File: src/rtl/int_gen.sv
// Programmable external interrupt source: counts a programmed period, raises a level
// interrupt and holds it until the CPU stores to the acknowledge address.
module int_gen #(
    parameter logic [31:0] ACK_ADDR = 32'h0000_7F20,
    parameter int          CNT_W    = 32
) (
    input  logic        clk,
    input  logic        reset,
    input  logic [31:0] m_int_addr,
    input  logic [3:0]  m_int_byteen,
    input  logic        cfg_we,
    input  logic [1:0]  cfg_addr,
    input  logic [31:0] cfg_wdata,
    output logic [31:0] cfg_rdata,
    output logic        interrupt
);

    typedef enum logic [1:0] {
        IDLE     = 2'd0,
        COUNTING = 2'd1,
        ASSERTED = 2'd2
    } state_t;

    state_t           r_state, w_state_nx;
    logic             r_en, w_en_nx;
    logic             r_mode, w_mode_nx;
    logic [CNT_W-1:0] r_period, w_period_nx;
    logic [CNT_W-1:0] r_count, w_count_nx;
    logic [7:0]       r_miss, w_miss_nx;
    logic             r_int, w_int_nx;

    logic             w_ack;
    logic             w_expire;
    logic [CNT_W-1:0] w_p;

    assign w_ack    = (m_int_addr[31:2] == ACK_ADDR[31:2]) && (|m_int_byteen);
    assign w_expire = (r_count == CNT_W'(1));
    assign w_p      = (r_period == '0) ? CNT_W'(1) : r_period;

    always_ff @(posedge clk or negedge reset) begin
        if (!reset) begin
            r_state  <= IDLE;
            r_en     <= 1'b0;
            r_mode   <= 1'b0;
            r_period <= '0;
            r_count  <= '0;
            r_miss   <= 8'd0;
            r_int    <= 1'b0;
        end else begin
            r_state  <= w_state_nx;
            r_en     <= w_en_nx;
            r_mode   <= w_mode_nx;
            r_period <= w_period_nx;
            r_count  <= w_count_nx;
            r_miss   <= w_miss_nx;
            r_int    <= w_int_nx;
        end
    end

    always_comb begin
        w_state_nx  = r_state;
        w_en_nx     = r_en;
        w_mode_nx   = r_mode;
        w_period_nx = r_period;
        w_count_nx  = r_count;
        w_miss_nx   = r_miss;
        w_int_nx    = r_int;

        case (r_state)
            IDLE: ;
            COUNTING: begin
                if (w_expire) begin
                    w_state_nx = ASSERTED;
                    w_int_nx   = 1'b1;
                    w_count_nx = w_p;
                end else begin
                    w_count_nx = r_count - CNT_W'(1);
                end
            end
            ASSERTED: begin
                if (r_mode) begin
                    // An ack landing on an expiry edge is consumed by the new period.
                    if (w_expire) begin
                        w_count_nx = w_p;
                        if (!w_ack && r_miss != 8'hFF)
                            w_miss_nx = r_miss + 8'd1;
                    end else begin
                        w_count_nx = r_count - CNT_W'(1);
                        if (w_ack) begin
                            w_int_nx   = 1'b0;
                            w_state_nx = COUNTING;
                        end
                    end
                end else if (w_ack) begin
                    w_state_nx = IDLE;
                    w_en_nx    = 1'b0;
                    w_count_nx = '0;
                    w_int_nx   = 1'b0;
                end
            end
            default: w_state_nx = IDLE;
        endcase

        // Config writes override whatever the FSM decided above.
        if (cfg_we) begin
            case (cfg_addr)
                2'd0: begin
                    w_mode_nx = cfg_wdata[1];
                    if (!cfg_wdata[0]) begin
                        w_en_nx    = 1'b0;
                        w_state_nx = IDLE;
                        w_int_nx   = 1'b0;
                        w_count_nx = '0;
                    end else if (r_state == IDLE) begin
                        w_en_nx    = 1'b1;
                        w_state_nx = COUNTING;
                        w_count_nx = w_p;
                        w_int_nx   = 1'b0;
                    end
                end
                2'd1: w_period_nx = CNT_W'(cfg_wdata);
                2'd3: if (cfg_wdata[0]) w_miss_nx = 8'd0;
                default: ;
            endcase
        end
    end

    always_comb begin
        cfg_rdata = 32'd0;
        case (cfg_addr)
            2'd0: cfg_rdata = {30'd0, r_mode, r_en};
            2'd1: cfg_rdata = 32'(r_period);
            2'd2: cfg_rdata = 32'(r_count);
            2'd3: cfg_rdata = {16'd0, r_miss, 6'd0, r_state};
            default: cfg_rdata = 32'd0;
        endcase
    end

    assign interrupt = r_int;

endmodule

File: config.mk
export PLATFORM = sky130hd
export DESIGN_NAME = int_gen
export DESIGN_NICKNAME = d
export VERILOG_FILES = /design/src/rtl/int_gen.sv
export SDC_FILE = /design/constraint.sdc
export NUM_CORES = 1
export LEC_CHECK = 0
export CAP_MARGIN = 10
export CELL_PAD_IN_SITES_DETAIL_PLACEMENT = 0
export CELL_PAD_IN_SITES_GLOBAL_PLACEMENT = 1
export CORE_ASPECT_RATIO = 1.4
export CORE_MARGIN = 2
export CORE_UTILIZATION = 40
export CTS_BUF_LIST = sky130_fd_sc_hd__clkbuf_4
export CTS_CLUSTER_SIZE = 10
export DETAILED_ROUTE_END_ITERATION = 10
export PLACE_DENSITY_LB_ADDON = 0.12
export SLEW_MARGIN = 0
export SYNTH_ARGS = -nofsm -noshare
export SYNTH_HDL_FRONTEND = slang
export SYNTH_SLANG_ARGS = --single-unit
File: constraint.sdc
create_clock -name clk -period 3.1 [get_ports clk]
set_input_delay 0.775 -clock clk [delete_from_list [all_inputs] [get_ports clk]]
set_output_delay 0.775 -clock clk [all_outputs]
set_load 0.02 [all_outputs]
**Word level (Yosys, flattened, before mapping)**

Index checks and enable logic that the tools add are counted.

- Flip-flop bits (word level): 77
- Latch bits: 0
- Bits in writable memories: 0
- Bits in read-only memories: 0
- Input port bits: 73
- Output and inout port bits: 33
- Logic and storage cells: 69
- Memories: 0

- $add $sub $neg: 2
- $mul: 0
- Div/mod/pow operators: 0
- $lt $le $gt $ge: 0
- Equality and inequality tests: 8
- Shift-type cells: 0
- Muxes and demuxes: 43
- Bitwise operators: 0
- Reduce and logical (&&, ||, !) cells: 9

Operators with widths:

| kind | number |
|---|---|
| 32-bit 2-to-1 mux | 8 |
| 32-bit case mux with 4 select lines | 1 |
| 32-bit case mux with 2 select lines | 1 |
| 8-bit 2-to-1 mux | 7 |
| 32-bit by 1-bit equality test with 1-bit output (second input constant) | 1 |
| 32-bit logical NOT | 1 |
| 32-bit by 1-bit subtractor with 32-bit output (second input constant) | 1 |
| 30-bit by 13-bit equality test with 1-bit output (second input constant) | 1 |
| 2-bit 2-to-1 mux | 9 |
| 1-bit 2-to-1 mux | 15 |
| 8-bit by 1-bit adder with 8-bit output (second input constant) | 1 |
| 8-bit != test (second input constant) | 1 |
| 2-bit equality test (second input constant) | 3 |
| 2-bit case mux with 3 select lines | 1 |
| 2-bit by 1-bit equality test with 1-bit output (second input constant) | 2 |
| 2-bit logical NOT | 2 |
| 2-bit AND reduction | 2 |
| 4-bit OR reduction | 1 |
| 1-bit logical AND | 2 |
| 1-bit case mux with 2 select lines | 1 |
| 1-bit logical NOT | 1 |

**Depth between registers and ports, before layout**

Gate-level depths: netlist of the first run.

- Word-level depth: 11
- Gate-level depth with buffers: 11
- Mapped depth without buffers: 8

**Worst setup path before layout of the first run**

Ideal clock, no wire load.

- Kind: in2reg
- Start: input m_int_addr[3]
- End: register r_count[4]
- Setup time: 0.124 ns
- Arrival time: 2.628 ns
- Setup slack: 0.349 ns
- Stages: 7
- Buffers on the path: 1
- Path through: or4_1 -> nor4_4 -> a41oi_1 -> and2_0 -> clkbuf_1 -> o21a_1 -> a211o_1

- Longest elaborated chain between the ends: 9

RTL lines:

| item | line | source |
|---|---|---|
| from (decl) | 9 | `input logic [31:0] m_int_addr,` |
| 30-bit by 13-bit equality test with 1-bit output * | 36 | `assign w_ack = (m_int_addr[31:2] == ACK_ADDR[31:2]) && (\|m_int_byteen);` |
| 1-bit logical AND * | 36 |  |
| 32-bit 2-to-1 mux * | 94 | `end else if (w_ack) begin` |
| 32-bit 2-to-1 mux * | 81 | `if (r_mode) begin` |
| 32-bit case mux with 2 select lines * | 69 | `case (r_state)` |
| 32-bit 2-to-1 mux | 114 | `end else if (r_state == IDLE) begin` |
| 32-bit 2-to-1 mux | 109 | `if (!cfg_wdata[0]) begin` |
| 32-bit 2-to-1 mux | 106 | `case (cfg_addr)` |
| 32-bit 2-to-1 mux * | 105 | `if (cfg_we) begin` |
| net w_count_nx[4] | 28 | `logic [CNT_W-1:0] r_count, w_count_nx;` |
| to (signal assigned) | 54 | `r_count <= w_count_nx;` |
| to (decl) | 28 |  |

Mark *: on every way through the listed nets, which the timed path passes. The rest lies on a longest branch.
A chain may end at the register's enable or synchronous reset.

**Final worst setup path of the first run**

- Start: input cfg_addr[1]
- End: output cfg_rdata[25]

- Longest elaborated chain between the ends: 2
- Elaborated cells between the ends (all ways): 5

RTL lines:

| item | line | source |
|---|---|---|
| from (decl) | 12 | `input logic [1:0] cfg_addr,` |
| 2-bit equality test, or another cell as far along | 130 | `case (cfg_addr)` |
| 32-bit case mux with 4 select lines * | 130 |  |
| to (decl) | 14 | `output logic [31:0] cfg_rdata,` |

Every way passes the cells marked *; elsewhere a longest branch is shown, timed or not.

==> metrics, run 1 <==
total grt overflow=0; Max clock buf depth=2; r2r worst-path depth=6; site row count=48; Slowest cell on crit path=clkdlybuf4s50_1; vias in the first global route=4880; htree depth=3; CTS tree=done; crit share post-route=95.6%; Yosys cell types=71; FF+latch count, synth=77; initial core utilization=41.0%; Fin Clk Skew=14.3 ps; I/O pin count=106; Critical Path, Cell by Cell=clkdlybuf4s50_1, nor2b_2, buf_12, a22o_1, dlygate4sd2_1; power density cells=707 nW/µm²; first-pass GRT wire length=26.3 mm; critical path's top delay family=buffers and inverters; Iter 0 DRT Violations=422; worst min-delay path category=primary input to asynchronous set/reset pin; Setup Fix Bufs, Post-CTS=0; R2R Path Start=r_count[12]$_DFF_PN0_; initial antenna violation count=1; antenna-violating nets left=0; clk_lat worst skew=460 ps; Pre-antenna DRT Iters=5; LEAKAGE=2.73 nW; nets@finish=720; Final Slew Violations=0; Buffers on Ports=103; CTS hold repair buffers=0; Core Util, Final=52.9%; slew margin rel.=32.3%; Hold WS=461 ps; Worst R2R Setup Slack=240 ps; CP Capture Type=output pin; Die Y=137 µm; Syn Area/Cell=9.59 µm²; ys flop type=dfrtp_1; synthesized area=5040 µm²; VDD IR max=0.300 mV; number of flops mapped to enable cells by yosys=0; final critical-path required period=2970 ps; total power=4.61 mW; RSZ-0062 raised after global routing=no; final worst-path setup slack=135 ps; die area=13500 µm²; Data arrival, critical path=2190 ps; Core Box Area=12300 µm²; Clk pin slew, worst setup/hold paths=140 ps; chip width=98.9 µm; buffers plus inverters on the worst setup path=3; DRC violations left=0; layout cells sized above 1=18.8%; status=finished, final reports clean; # setup viols final=0; reg2reg end=r_count[5]$_DFF_PN0_; CP startpoint kind=primary input; Post-synth ARST share=100%; GRT Overall Usage=24.9%; Via Count=4979; Max Cap Viol=0; Crit path largest cell delay=520 ps; global placement routability congestion=0.894; CP Class=primary input to output pin; post-synthesis sequential area ratio=38.2%; Post-Route WL=16.8 mm; CP required=2320 ps; pin count of the biggest net entering global routing=78; fmax=0.337 GHz; CTS buffer count=9; Synth Warn #=0; Clock Sinks=77; final hold violation count=0; Post-Syn Instances=526; vias per cell=6.26; Post-Syn Nets=606; Slew @ Worst Pin=1020 ps; Detail Placement HPWL=12.2 mm; Layout fillers=1151; CP max FO=22; WL per Instance=21.1 µm; Root Buffer=clkbuf_4; P&R area growth vs syn=29.2%; worst slack, placed=-252 ps
## Yosys cell counts, drive strengths merged, types with 3 or more instances
| library cell | n | area [µm²] |
|---|---|---|
| a211o | 6 | 52.6 |
| a21boi | 4 | 30.0 |
| a21o | 5 | 41.3 |
| a21oi | 47 | 235 |
| a221o | 5 | 50.1 |
| a22o | 30 | 264 |
| a31oi | 5 | 31.3 |
| and2 | 4 | 25.0 |
| and3 | 7 | 46.3 |
| buf | 10 | 57.6 |
| clkbuf | 23 | 86.3 |
| dfrtp | 77 | 1930 |
| ha | 7 | 87.6 |
| inv | 10 | 37.5 |
| mux2 | 40 | 450 |
| nand2 | 25 | 96.4 |
| nand2b | 4 | 25.0 |
| nand3 | 15 | 80.1 |
| nand4 | 6 | 37.5 |
| nand4b | 4 | 50.1 |
| nor2 | 25 | 93.8 |
| nor2b | 3 | 18.8 |
| nor3 | 20 | 105 |
| nor4 | 30 | 273 |
| o2111ai | 3 | 26.3 |
| o211ai | 5 | 37.5 |
| o21a | 8 | 60.1 |
| o21ai | 39 | 206 |
| or2 | 3 | 18.8 |
| or3 | 8 | 51.3 |
| or4 | 6 | 48.8 |
| xnor2 | 9 | 78.8 |
| xor2 | 6 | 52.6 |
## cell usage in the layout, fill, tap and decap left out, types with 10 or more instances in the layout
master           instances
nand3_1                 14
nor3_1                  19
inv_1                   10
o21ai_0                 38
buf_4                   33
mux2_2                  40
clkdlybuf4s50_1         69
nor4_1                  22
nand2_1                 24
a21oi_1                 47
a22o_1                  29
dfrtp_1                 77
nor2_1                  25
dlygate4sd2_1           33
## cell type report
| class | instances | area [µm²] | area share, % |
|---|---|---|---|
| clock buffer | 9 | 67.6 | 1.04 |
| clock inverter | 7 | 97.6 | 1.50 |
| inverter | 10 | 37.5 | 0.576 |
| sequential | 77 | 1930 | 29.6 |
| antenna | 1 | 2.50 | 0.0384 |
| multi-input combinational | 405 | 2930 | 45.0 |
| timing repair buffer | 137 | 1270 | 19.4 |
| tap | 150 | 188 | 2.88 |
## where the power goes
part | switching [mW] | total (mW) | internal (mW) | leakage, nW
clock network | 0.405 | 0.736 | 0.331 | 0.0829
logic | 1.13 | 2.09 | 0.953 | 1.68
registers | 0.507 | 1.78 | 1.28 | 0.972
## through the flow
step	instances	setup TNS [ps]	cell area, µm²
3_3_place_gp	779	-8890	6390
3_5_place_dp	779	-8790	6390
5_1_grt	796	0	6520
4_1_cts	795	0	6520
2_1_floorplan	526	0	5040
6_report	796	0	6520
## worst register-to-register path, stage by stage (launching register included)
cell and delay, ps:
dfrtp_1 490, nor4_4 410, nand2_2 230, or4_4 680
o21ai_4 320, and2_1 440, a221o_1 230
## logic make-up (layout without fill, tap and decap cells)
kind of cell	Yosys count	after routing	synth area share (%)
AOI/OAI and AO/OA	174	174	23.4
xor gates and xnor gates	15	15	2.60
adders and majority gates	7	7	1.74
buffers and inverters	44	163	3.79
DFF	77	77	38.2
muxes	42	42	9.82
other	0	1	0
and+or+nand+nor	167	167	20.5
## timing repair
action                     4_1_cts  5_1_grt
setup endpoints to repair       32        0
resized for setup               34        0
hold endpoints to repair         0        0
## how the worst max path moves through the flow
| stage | from | end | slack [ps] | cells past startpoint |
|---|---|---|---|---|
| floorplan | m_int_addr[3] | r_count[4]$_DFF_PN0_ | 350 | 7 |
| global placement | m_int_addr[3] | r_count[4]$_DFF_PN0_ | -250 | 7 |
| CTS | cfg_addr[1] | cfg_rdata[2] | 120 | 5 |
| finish | cfg_addr[1] | cfg_rdata[25] | 130 | 5 |
| global route | cfg_addr[1] | cfg_rdata[3] | 60 | 5 |
| detailed placement | m_int_addr[3] | r_count[4]$_DFF_PN0_ | -250 | 7 |
## state kept, by name, summed over array words and instances (netlist names)
name       cells
r_en           1
r_state        2
r_miss         8
r_count       32
r_mode         1
r_period      32
interrupt      1
## metal layers
layer  wire length (µm)  share of wire [%]  global-route usage [%]
met1               6540                 39                    30.5
met2               8600                 51                    43.5
met3               1270                7.5                    4.24
met4                422                2.5                    10.0
met5                  0                  0                       0
No activity file was read; power rests on OpenSTA's default activity.
==> run 2: changes to the inputs <==
- SLEW_MARGIN: 0 -> 15
==> results of run 2 <==
Same layout as run 1: the final DEF is identical, and so are final timing and power.
==> RTL edit 1, RTL diff (config.mk and constraints of run 1) <==
The parameter `CNT_W` goes from 32 to 40.
--- a/src/rtl/int_gen.sv
+++ b/src/rtl/int_gen.sv
@@ -4,3 +4,3 @@
     parameter logic [31:0] ACK_ADDR = 32'h0000_7F20,
-    parameter int          CNT_W    = 32
+    parameter int          CNT_W    = 40
 ) (
Formal check against the unedited RTL: no difference found for any inputs over 4 cycles, from zero or initial values and one cycle with reset low; that may be too few to reach the edited logic, so the function may still have changed.
==> RTL edit 1 against run 1 <==
- sequential cell count increased by 8
- final cell count increased by 26%
- wire length increased by 39%
- area after synthesis increased by 15%
- worst setup slack got worse by 0.11 ns
- count of clock-buffer cells in the layout unchanged
- cell area increased by 18%
- first-iteration DRC count decreased by 5.7%
- total power increased by 14%
- largest cell class unchanged
- largest power group unchanged
==> RTL edit 1: results (changes against run 1) <==
Placed design
  • Placed cell area: 7550 µm² (+18%)
  • Hpwl dp: 17300 µm (+42%)
  • Routability cong.: 0.956 (+6.9%)

Cells and area
  • #MultiIn Comb: 524 (+29%)
  • Final net count: 888 (+23%)
  • Area occupied by multi-input gates: 3470 µm² (+18%)
  • Number of fill cells: 1393 (+21%)
  • Register area: 2130 µm² (+10%)
  • Layout cells sized above 1: 19.6% (+0.85 points)
  • Biggest regs: r_count: 40 flops, r_period: 32 flops, r_miss: 8 flops
  • ClkCell Share: 1.89% (-0.64 points)
  • Bufs w/o clock: 181 (+32%)

Outcome
  • Run status: finished, final reports clean

Drt
  • Met2 Wirelength: 12000 µm (+39%)
  • M1 WL: 8870 µm (+36%)
  • Vias: 6228 (+25%)
  • Wire length per cell: 23.4 µm (+11%)

Worst setup path
  • Worst R2R End: r_miss[4]
  • Slowest stage delay, CP: 0.55 ns (+0.03 ns)
  • RR Startpoint: r_count[5]
  • Reg2Reg Setup Slack: 0.12 ns (-0.12 ns)

Logic synthesis
  • Netlist cell types: 62 (-13%)

Clocking
  • Worst-Skew Late Latency: 0.48 ns (+0.02 ns)

Power and ir drop
  • Leak Pwr: 3.16 nW (+16%)

Global route
  • First-pass GRT wire length: 36500 µm (+39%)
  • GRT Total Usage: 30.8% (+5.9 points)
  • M1 GR Usage: 36.3% (+5.9 points)
-- RTL edit 1: kinds of logic (layout without fill, tap and decap cells) --
group / count (synthesis) / count (layout) / share of synthesized area [%]
AO/OA/AOI/OAI: 200 / 200 / 22.3
XOR/XNOR: 17 / 17 / 2.57
adder cells (fa/ha/maj): 7 / 7 / 1.51
buffers and inverters: 55 / 202 / 3.75
flip-flops: 85 / 85 / 36.7
multiplexers: 45 / 45 / 9.08
other: 0 / 1 / 0
AND/OR/NAND/NOR: 255 / 255 / 24.1
-- RTL edit 1: through the flow --
stage / utilization [%] / total power [W] / setup slack [ns] / hold WS [ns]
2_1_floorplan: - / 0.00325 / 0.239 / 0.443
3_3_place_gp: 52.8 / 0.00447 / -0.264 / 0.458
3_5_place_dp: 52.8 / 0.00452 / -0.311 / 0.480
4_1_cts: 53.5 / 0.00520 / 0.00414 / 0.330
5_1_grt: 53.6 / 0.00556 / 0.000494 / 0.320
6_report: 53.6 / 0.00524 / 0.0298 / 0.274
==> RTL edit 2, RTL diff (config.mk and constraints of run 1) <==
Without the edit above. Put a register stage on the output `cfg_rdata`. The value now appears one clock later. The other outputs are not delayed to match.
--- a/src/rtl/int_gen.sv
+++ b/src/rtl/int_gen.sv
@@ -22,2 +22,4 @@
     } state_t;
+
+    logic [31:0] cfg_rdata_d;
 
@@ -128,9 +130,9 @@
     always_comb begin
-        cfg_rdata = 32'd0;
+        cfg_rdata_d = 32'd0;
         case (cfg_addr)
-            2'd0: cfg_rdata = {30'd0, r_mode, r_en};
-            2'd1: cfg_rdata = 32'(r_period);
-            2'd2: cfg_rdata = 32'(r_count);
-            2'd3: cfg_rdata = {16'd0, r_miss, 6'd0, r_state};
-            default: cfg_rdata = 32'd0;
+            2'd0: cfg_rdata_d = {30'd0, r_mode, r_en};
+            2'd1: cfg_rdata_d = 32'(r_period);
+            2'd2: cfg_rdata_d = 32'(r_count);
+            2'd3: cfg_rdata_d = {16'd0, r_miss, 6'd0, r_state};
+            default: cfg_rdata_d = 32'd0;
         endcase
@@ -140,2 +142,6 @@
 
+    always_ff @(posedge clk) begin
+        cfg_rdata <= cfg_rdata_d;
+    end
+
 endmodule
Formal check against the unedited RTL: not equivalent (Yosys sat finds a counterexample within 4 cycles, from zero or initial values and one cycle with reset low).
==> RTL edit 2 against run 1 <==
- area after synthesis increased by 13%
- sequential cell count is 32 higher
- via count increased by 2.1%
- wire length grew 6.1%
- worst setup slack better by 0.034 ns
- cell area grew 11%
- count of clock-buffer cells in the layout unchanged
- die area increased by 12%
- final cell count up 8.0%
- synthesized cell count grew 6.1%
- utilization fell by 1.1 points
- total power up 15%
- highest routed layer unchanged
==> RTL edit 2: results (changes against run 1) <==
Outcome
  • Run status: finished, final reports clean

Clocking
  • Num CTS Buffers: 9 (unchanged)
  • Deepest clock path buffer count: 2 (unchanged)
  • H-tree levels: 3 (unchanged)
  • Clock Pin Slew Worst Setup and Hold Paths: 0.18 ns (+0.04 ns)
  • Number of post-CTS setup repair buffers: 0 (unchanged)
  • Worst-Skew Late Latency: 0.50 ns (+0.04 ns)
  • Root Buffer: clkbuf_4
  • CTS resizes: 0 (-100%)

Logic synthesis
  • XOR/XNOR share of the synthesized area: 2.31% (-0.29 points)
  • Async SR Flop Fraction: 70.6% (-29 points)
  • Netlist cell types: 72 (+1.4%)
  • Multiplexer area fraction after synthesis: 8.71% (-1.1 points)
  • Seq/Total Area, Yosys: 45.2% (+7.0 points)
  • Synth Warn #: 0 (unchanged)
  • Commonest cells in the netlist: dfrtp_1, a21oi_1, mux2_2
  • Synth area leaders: dfrtp_1, dfxtp_1, mux2_2
  • Compound-Gate Fraction of Synth Area: 20.7% (-2.6 points)
  • Post-synth EDFFs: 0 (unchanged)
  • Synth Area in Adders: 1.54% (-0.20 points)
  • Post-Syn Nets: 638 (+5.3%)

Placed design
  • Routability cong.: 0.908 (+1.5%)
  • Placed cell area: 7030 µm² (+10%)
  • IO buf count: 103 (unchanged)
  • Hpwl dp: 13100 µm (+7.4%)

Hold path
  • HP Class: input pin to asynchronous set/reset pin

Cells and area
  • Final net count: 749 (+4.0%)
  • Biggest regs: cfg_rdata: 32 flops, r_count: 32 flops, r_period: 32 flops
  • Layout cells sized above 1: 17.2% (-1.5 points)

Global route
  • Largest net degree at the start of global routing: 43 (-45%)
  • First-pass GRT wire length: 29000 µm (+10%)
  • GRT Total Usage: 24.1% (-0.81 points)
  • Initial antenna violation count: 1 (unchanged)
  • Number of global-route vias before repair: 5258 (+7.7%)

Drt
  • Vias/cell: 5.91 (-5.5%)
  • Detailed Route Iter0 Violations: 308 (-27%)
  • TritonRoute pass-1 iters: 5 (unchanged)
  • Routed wire length: 17800 µm (+6.1%)

STA
  • Clock Skew: 0.0169 ns (+0.00262 ns)
  • Least-Margin Pin Slew: 0.944 ns (-0.0724 ns)

Worst setup path
  • Worst Reg-to-Reg Cells: 7 (+1)
  • Critical Path AT: 3.36 ns (+1.17 ns)
  • Crit path max fanout: 11 (-50%)

Power and ir drop
  • Max rail drop VDD: 0.319 mV (+6.3%)
  • Leak Pwr: 2.87 nW (+5.0%)
## RTL edit 2: cell count changes after synthesis, sizes merged
cell,delta
dfxtp,+32
## RTL edit 2: layer usage
layer | track usage [%] | wire [µm] | share of wire (%)
met1 | 29.1 | 7150 | 40
met2 | 41.3 | 9080 | 51
met3 | 3.95 | 972 | 5.4
met4 | 12.0 | 643 | 3.6
met5 | 0 | 0 | 0
## RTL edit 2: cell type report
cell class / instances / area (µm²)
multi-input combinational: 405 / 2930
inverter: 10 / 37.5
tap: 185 / 231
antenna: 1 / 2.50
fill: 1388 / 6690
timing repair buffer: 134 / 1260
sequential: 109 / 2570
clock buffer: 9 / 67.6
clock inverter: 7 / 121
## RTL edit 2: worst max-delay path, cell delays in order, from the launching register on
cell and delay [ns]:
dfrtp_1 0.50, inv_1 0.12, ha_1 0.24, a21oi_1 0.19, nor2b_1 0.78, nand3_1 0.53
o2bb2a_1 0.42, o211ai_1 0.09
## RTL edit 2: report_power, final
| group | leakage (nW) | switching, W | internal (W) |
|---|---|---|---|
| sequential | 1.24 | 0.000553 | 0.00177 |
| combinational | 1.54 | 0.00109 | 0.000983 |
| clock | 0.0961 | 0.000505 | 0.000414 |
| total | 2.87 | 0.00215 | 0.00316 |
## RTL edit 2: per-stage QoR
stage               std cells  setup WS [ns]
finish                    860          0.169
global route              860         0.0242
CTS                       859          0.241
detailed placement        843         -0.212
global placement          843         -0.209
floorplan                 558          0.349
## RTL edit 2: cell families (layout without fill, tap and decap cells)
family | count (synthesis) | in the layout
DFF | 109 | 109
buffers and inverters | 44 | 160
muxes | 42 | 42
adders and majority gates | 7 | 7
and+or+nand+nor | 167 | 167
AOI/OAI and AO/OA | 174 | 174
xor gates and xnor gates | 15 | 15
other | 0 | 1
## RTL edit 2: worst paths after layout
path,to,slack [ns],from
hold reg to reg,cfg_rdata[20],0.58,r_period[20]
hold / removal,r_count[0],0.25,reset
setup reg to reg,r_count[12],0.17,r_state[0]
min in group clk,cfg_rdata[20],0.58,r_period[20]
setup / recovery,r_count[12],0.17,r_state[0]
max in group asynchronous,r_count[19],2.15,reset
